<file path="config.mk">
export PLATFORM = sky130hd
export DESIGN_NAME = muldiv_unit
export DESIGN_NICKNAME = d
export VERILOG_FILES = /design/src/rtl/muldiv_pkg.sv /design/src/rtl/muldiv_unit.sv
export SDC_FILE = /design/constraint.sdc
export NUM_CORES = 1
export LEC_CHECK = 0
export BUFFER_PORTS_ARGS = -buffer_cell sky130_fd_sc_hd__buf_2
export CORE_MARGIN = 5
export CORE_UTILIZATION = 60
export DETAILED_ROUTE_END_ITERATION = 10
export MAX_ROUTING_LAYER = met4
export PLACE_DENSITY = 0.82
export SLEW_MARGIN = 40
export SYNTH_ARGS = -nofsm -noshare
export SYNTH_HDL_FRONTEND = slang
export SYNTH_SLANG_ARGS = --single-unit
export TNS_END_PERCENT = 100
</file>
<file path="constraint.sdc">
create_clock -name clk -period 7.4 [get_ports clk]
set_clock_uncertainty 0.2 [all_clocks]
set_input_delay 1.11 -clock clk [delete_from_list [all_inputs] [get_ports clk]]
set_output_delay 1.11 -clock clk [all_outputs]
set_load 0.01 [all_outputs]
</file>
<file path="src/rtl/muldiv_pkg.sv">
// Shared encodings for the iterative multiply/divide unit:
// operation codes, FSM states and the default operand width.
package muldiv_pkg;

    localparam int WIDTH_DEF = 32;

    typedef enum logic [2:0] {
        OP_MULT  = 3'b000,
        OP_MULTU = 3'b001,
        OP_DIV   = 3'b010,
        OP_DIVU  = 3'b011,
        OP_MTHI  = 3'b100,
        OP_MTLO  = 3'b101
    } op_e;

    typedef enum logic [1:0] {
        S_IDLE = 2'd0,
        S_RUN  = 2'd1,
        S_FIX  = 2'd2
    } state_e;

endpackage

</file>
<file path="src/rtl/muldiv_unit.sv">
// Radix-2 iterative multiply/divide with HI/LO registers; one step per
// clock, a final sign-fix cycle, and direct MTHI/MTLO writes when idle.
module muldiv_unit
    import muldiv_pkg::*;
#(
    parameter int WIDTH = WIDTH_DEF,
    parameter int CNT_W = 6
) (
    input  logic             clk,
    input  logic             rst,
    input  logic             start,
    input  logic [2:0]       op,
    input  logic [WIDTH-1:0] a,
    input  logic [WIDTH-1:0] b,
    output logic             busy,
    output logic             done,
    output logic [WIDTH-1:0] hi,
    output logic [WIDTH-1:0] lo
);

    state_e             state;
    logic [CNT_W-1:0]   cnt;
    logic [2*WIDTH-1:0] acc;
    logic [WIDTH-1:0]   opnd;
    logic [WIDTH-1:0]   a_raw;
    logic               sign_a;
    logic               sign_b;
    logic               is_div;
    logic               is_signed;

    // Shared adder/subtractor; the extra top bit is the borrow on subtract.
    function automatic logic [WIDTH+1:0] addsub(
        input logic [WIDTH:0] x,
        input logic [WIDTH:0] y,
        input logic           sub
    );
        addsub = sub ? ({1'b0, x} - {1'b0, y}) : ({1'b0, x} + {1'b0, y});
    endfunction

    logic               in_signed;
    logic               in_sa;
    logic               in_sb;
    logic [WIDTH-1:0]   mag_a;
    logic [WIDTH-1:0]   mag_b;
    logic [WIDTH+1:0]   mul_sum;
    logic [WIDTH+1:0]   div_diff;
    logic [2*WIDTH:0]   div_sh;
    logic [2*WIDTH-1:0] acc_next;
    logic [2*WIDTH-1:0] prod;
    logic [WIDTH-1:0]   quo;
    logic [WIDTH-1:0]   rem;

    always_comb begin
        in_signed = ~op[0];
        in_sa     = in_signed & a[WIDTH-1];
        in_sb     = in_signed & b[WIDTH-1];
        mag_a     = in_sa ? -a : a;
        mag_b     = in_sb ? -b : b;

        div_sh   = {acc, 1'b0};
        mul_sum  = addsub({1'b0, acc[2*WIDTH-1:WIDTH]},
                          acc[0] ? {1'b0, opnd} : {(WIDTH+1){1'b0}}, 1'b0);
        div_diff = addsub(div_sh[2*WIDTH:WIDTH], {1'b0, opnd}, 1'b1);

        if (is_div) begin
            // Restore on borrow: keep the shifted remainder, quotient bit 0.
            if (div_diff[WIDTH+1])
                acc_next = div_sh[2*WIDTH-1:0];
            else
                acc_next = {div_diff[WIDTH-1:0], div_sh[WIDTH-1:1], 1'b1};
        end else begin
            acc_next = {mul_sum[WIDTH:0], acc[WIDTH-1:1]};
        end

        prod = (is_signed && (sign_a ^ sign_b)) ? -acc : acc;
        quo  = acc[WIDTH-1:0];
        rem  = acc[2*WIDTH-1:WIDTH];
        if (is_signed && (sign_a ^ sign_b))
            quo = -acc[WIDTH-1:0];
        if (is_signed && sign_a)
            rem = -acc[2*WIDTH-1:WIDTH];
    end

    always_ff @(posedge clk or posedge rst) begin
        if (rst) begin
            state     <= S_IDLE;
            cnt       <= '0;
            acc       <= '0;
            opnd      <= '0;
            a_raw     <= '0;
            sign_a    <= 1'b0;
            sign_b    <= 1'b0;
            is_div    <= 1'b0;
            is_signed <= 1'b0;
            hi        <= '0;
            lo        <= '0;
            busy      <= 1'b0;
            done      <= 1'b0;
        end else begin
            done <= 1'b0;
            unique case (state)
                S_IDLE: begin
                    if (start) begin
                        case (op)
                            OP_MULT, OP_MULTU, OP_DIV, OP_DIVU: begin
                                sign_a    <= in_sa;
                                sign_b    <= in_sb;
                                is_signed <= in_signed;
                                is_div    <= op[1];
                                a_raw     <= a;
                                acc       <= op[1] ? {{WIDTH{1'b0}}, mag_a}
                                                   : {{WIDTH{1'b0}}, mag_b};
                                opnd      <= op[1] ? mag_b : mag_a;
                                cnt       <= '0;
                                busy      <= 1'b1;
                                state     <= S_RUN;
                            end
                            OP_MTHI: hi <= a;
                            OP_MTLO: lo <= a;
                            default: ;
                        endcase
                    end
                end
                S_RUN: begin
                    acc <= acc_next;
                    cnt <= cnt + 1'b1;
                    if (cnt == CNT_W'(WIDTH - 1))
                        state <= S_FIX;
                end
                S_FIX: begin
                    if (!is_div) begin
                        hi <= prod[2*WIDTH-1:WIDTH];
                        lo <= prod[WIDTH-1:0];
                    end else if (opnd == '0) begin
                        hi <= a_raw;
                        lo <= '1;
                    end else begin
                        hi <= rem;
                        lo <= quo;
                    end
                    busy  <= 1'b0;
                    done  <= 1'b1;
                    state <= S_IDLE;
                end
                default: state <= S_IDLE;
            endcase
        end
    end

endmodule

</file>
# Yosys cells after proc, flatten, opt, wreduce, memory -nomap -nowiden
# Cells that the tools add are included.
# totals
regBits	206
# op_classes
add_sub_neg	8
n_mux	34
bitwise	4
eq_ne	13
n_reduce_logical	14
# op_table
operator	n
2-to-1 mux 32 bit	15
2-to-1 mux 64 bit	5
negation 32 bit	4
case mux 32 bit (2 select lines)	2
case mux 64 bit (2 select lines)	1
negation 64 bit	1
subtractor 33 x 32 -> 34 bit	1
adder 32 x 32 -> 33 bit	1
logical NOT 32 bit	1
AND reduction 3 bit	6
2-to-1 mux 6 bit	2
case mux 6 bit (2 select lines)	1
adder 6 x 1 -> 6 bit, second input constant	1
== test 3 x 2 -> 1 bit, second input constant	2
== test 3 bit, second input constant	2
== test 6 x 5 -> 1 bit, second input constant	1
2-to-1 mux 2 bit	3
!= test 2 x 1 -> 1 bit, second input constant	3
!= test 2 bit, second input constant	2
case mux 2 bit (2 select lines)	1
nonzero test 2 bit	2
OR reduction 4 bit	1
== test 3 x 1 -> 1 bit, second input constant	1
logical NOT 3 bit	1
9 further kinds	13

# Longest topological paths before layout
# depth
depth_word	7
mapped_depth	13
ltp_nobuf	13

# Worst setup path before layout
# No wires, ideal clock.
# synth_path
path_kind	input to register
startpoint	input b[19]
endpoint	register acc[29]
arrival_ps	3186
path_slack_ps	3875
setup_ps	139
n_path_buf	0
stages	9
cell_sequence	or3_1 -> or4_1 -> nor4_1 -> nand2_1 -> o41ai_1 -> xor2_1 -> mux2i_1 -> nand2_1 -> a22oi_1
# synth_between
elab_chain_cells	6
# synth_lines
item	line	rtl
start: declaration	muldiv_unit.sv:14	input logic [WIDTH-1:0] b,
negation 32 bit	muldiv_unit.sv:58	mag_b = in_sb ? -b : b;
2-to-1 mux 32 bit	muldiv_unit.sv:58	
2-to-1 mux 32 bit	muldiv_unit.sv:111	acc <= op[1] ? {{WIDTH{1'b0}}, mag_a}
2-to-1 mux 64 bit	muldiv_unit.sv:104	case (op)
2-to-1 mux 64 bit	muldiv_unit.sv:103	if (start) begin
case mux 64 bit (2 select lines)	muldiv_unit.sv:101	unique case (state)
end signal: assignment	muldiv_unit.sv:111	
end signal: assignment	muldiv_unit.sv:125	acc <= acc_next;
end: declaration	muldiv_unit.sv:23	logic [2*WIDTH-1:0] acc;
# Every way passes these cells. The select of a mux whose other input is x is not followed.
# A chain may end at the register's enable or synchronous reset.

# Worst setup path in the final report
# layout_path
startpoint	register acc[0]
endpoint	register acc[55]
# layout_between
elab_chain_cells	4
# layout_lines
item	line	rtl
2-to-1 mux 32 bit	muldiv_unit.sv:62	acc[0] ? {1'b0, opnd} : {(WIDTH+1){1'b0}}, 1'b0);
adder 32 x 32 -> 33 bit	muldiv_unit.sv:37	addsub = sub ? ({1'b0, x} - {1'b0, y}) : ({1'b0, x} + {1'b0, y});
2-to-1 mux 64 bit	muldiv_unit.sv:65	if (is_div) begin
case mux 64 bit (2 select lines)	muldiv_unit.sv:101	
# Every way passes these cells.

==> key figures <==
Logic synthesis
  • Cells after Synth: 2244
  • Asr flop ratio synth: 100%
  • Netlist cell types: 73
  • Synth Area per Inst: 7.58 um^2
  • Mapped Nets: 2385
  • Synthesized flop and latch total: 206
  • Post-synth EDFFs: 0
  • Top_reg_cell synth: dfrtp_1
  • Sequential area share after synthesis: 30.3%
  • Post-synth top area share: 30.3%
  • Mapped Area: 17000 um^2
  • Synth top area cells: dfrtp_1 30%, nand2_1 6.9%, a21oi_1 6.4%
  • Most common cell in the netlist: nand2_1
  • Commonest cells in the netlist: 314 x nand2_1, 218 x nor2_1, 216 x a21oi_1, 207 x o21ai_0, 206 x dfrtp_1
  • Synth Warn #: 0
  • Cell taking the most area after synthesis: dfrtp_1

Clocking
  • Clock sinks: 206
  • Post-CTS Setup Repair Bufs: 0
  • Post-CTS sizing: 0
  • CTS Buf Count: 24
  • CTS root buf: clkbuf_16
  • CTS tree: done
  • Clk_lat worst skew: 0.54 ns
  • CTS Buffer Depth: 3
  • H-tree levels: 1
  • Hold-fix buffers, CTS: 0
  • Worst-path clk slew: 0.07 ns

Timing
  • Relative slew slack: 46.2%
  • Fin crit share: 58.1%
  • Final Hold Fails: 0
  • Worst setup margin: 3.10 ns
  • Unrepaired setup endpoints after global routing: no
  • Least-Margin Pin Slew: 0.806 ns
  • Setup TNS: 0 ns
  • Min Clock Period, post-route: 4.30 ns
  • Max-slew violation count: 0
  • Final Setup Violations: 0
  • Peak Freq: 233 MHz

Worst hold path
  • Min-Delay Endpoint: lo[23]
  • Hold_sp: lo[23]
  • WHS Path Cells: 2
  • Hold WC Path Type: flop to flop

Layout
  • Nets: 2401
  • Finished Cell Area: 18500 um^2
  • P&R area growth vs syn: 8.82%
  • # fillers: 2412
  • Non-Filler Instances: 2657
  • Share of layout cells above drive strength 1: 10.3%

Die
  • Die width: 178 um
  • Site Rows: 61
  • Die height: 178 um
  • Core area: 27900 um^2
  • Number of top-level pins: 136
  • DIE AREA: 31800 um^2
  • Effective utilization at floorplan: 61.1%

Placement
  • Dpl ws: 3.19 ns
  • RePlAce Congestion: 1.02
  • Port Buf Inserts: 135
  • Post-DP HPWL: 44.5 mm
  • Post-DP Area: 17700 um^2
  • Placed insts: 2612

Worst setup path
  • R2R cell count: 13
  • Gate family responsible for the most delay along the worst path: compound AO/OA/AOI/OAI gates
  • Critical path class: flop to flop
  • CP endpoint kind: flop
  • Crit-path cells: and2_1 > ha_1 > inv_1 > fa_1 > nand2b_1 > a21oi_1 > o31a_1 > a21oi_1 > a211oi_1 > o21ai_0 > a21o_1 > a211oi_1 > o211ai_1
  • WP buf/inv: 1
  • R2R setup slack: 3.10 ns
  • CP max FO: 7
  • Reg2reg end: acc[55]
  • CP required: 7.59 ns
  • CP Data Arrival Time: 4.48 ns
  • Reg-to-reg startpoint: acc[0]
  • CP peak stage delay: 0.61 ns
  • Critical-path top delay cell: a211oi_1
  • CP Launch Type: flop

Route
  • Routed wire length: 60.2 mm
  • First-pass DRT Iterations: 8
  • Wire per inst: 22.6 um
  • Vias per cell: 6.74
  • Final ANT Viol Nets: 0
  • Residual DRC: 0
  • Drt first-iter violations: 2281
  • Vias after detailed routing: 17902

GRT
  • Initial antenna violation count: 2
  • First-pass GRT wire length: 92.9 mm
  • Vias in the first global route: 16833
  • GRT Residual Overflow: 0
  • Largest net degree at the start of global routing: 115
  • GR Util All Layers: 38.0%

Power and ir drop
  • PD cells: 494 nW/um^2
  • Leak Pwr: 8.14 nW
  • Maximum vdd ir drop: 0.291 mV

Outcome
  • Outcome: completed

Flow run
  • Max_cap viols: 0
==> cell usage in the layout (no fill, tap or decap), types with 29 or more instances in the layout <==
master    count
inv_1        64
xor2_1       83
dfrtp_1     205
a21o_1       29
nor2_1      216
nand2_1     313
o22ai_1      44
xnor2_1      99
buf_2       134
a211oi_1     57
nor3_1       60
a21oi_1     216
nor4_1       29
o21ai_0     207
mux2i_1      41
ha_1         69
==> how the worst max path moves through the flow <==
stage	depth (start not counted)	to	start
finish	13	acc[55]	acc[0]
global route	11	acc[45]	acc[32]
CTS	11	acc[45]	acc[32]
detailed placement	11	acc[45]	acc[32]
global placement	13	acc[60]	acc[0]
floorplan	1	a_raw[0]	rst
==> cell families (layout without fill, tap and decap cells) <==
logic type	after synthesis	count (layout)	synth area share, %
DFF	206	206	30.3
and+or+nand+nor	766	766	20.5
AOI/OAI and AO/OA	742	742	26.7
buffers and inverters	235	269	5.34
adders and majority gates	71	71	5.31
other	0	1	0
xor gates and xnor gates	182	182	9.37
muxes	42	42	2.48
==> registers in the layout (all words and copies together) (netlist names) <==
| name | cells |
|---|---|
| acc | 64 |
| a_raw | 32 |
| hi | 32 |
| lo | 32 |
| opnd | 32 |
| cnt | 6 |
| state | 2 |
| busy | 1 |
| done | 1 |
| is_div | 1 |
| is_signed | 1 |
| sign_a | 1 |
| sign_b | 1 |
==> metal layers <==
metal  wire [um]  up-vias  global-route usage (%)
met4        4300        0                    21.7
met1       22900     8454                    47.5
met2       27200     1076                    57.9
met5           0        -                       -
met3        5820      286                    6.93
li1            -     8086                       -
==> worst register-to-register path: cells and delay by family (launching register included) <==
kind	cells	cell delay (ns)
AOI/OAI and AO/OA	8	2.42
adders and majority gates	2	0.58
buffers and inverters	1	0.07
DFF	1	0.50
and+or+nand+nor	2	0.38
==> through the flow <==
stage | util, % | power (W) | hold WS [ns]
CTS | 66.4 | 0.00899 | 0.278
floorplan | - | 0.00625 | 0.236
global placement | 63.6 | 0.00766 | 0.254
global route | 66.4 | 0.00976 | 0.292
finish | 66.4 | 0.00914 | 0.276
detailed placement | 63.7 | 0.00779 | 0.262
==> report_power, final <==
part	switching (W)	leakage (nW)	total [W]	internal (W)
Combinational	0.00336	5.25	0.00556	0.00219
Clock	0.000512	0.373	0.00118	0.000666
Sequential	0.000742	2.52	0.00240	0.00166
Total	0.00462	8.14	0.00914	0.00452
==> cell type report <==
type,count,area (um^2),area share [%]
tap,378,473,2.56
sequential,206,5160,27.9
clock inverter,12,108,0.581
inverter,66,260,1.41
timing repair buffer,159,862,4.66
antenna,1,2.50,0.0135
clock buffer,32,661,3.57
multi-input combinational,1803,11000,59.4
(Power assumes the default switching activity.)
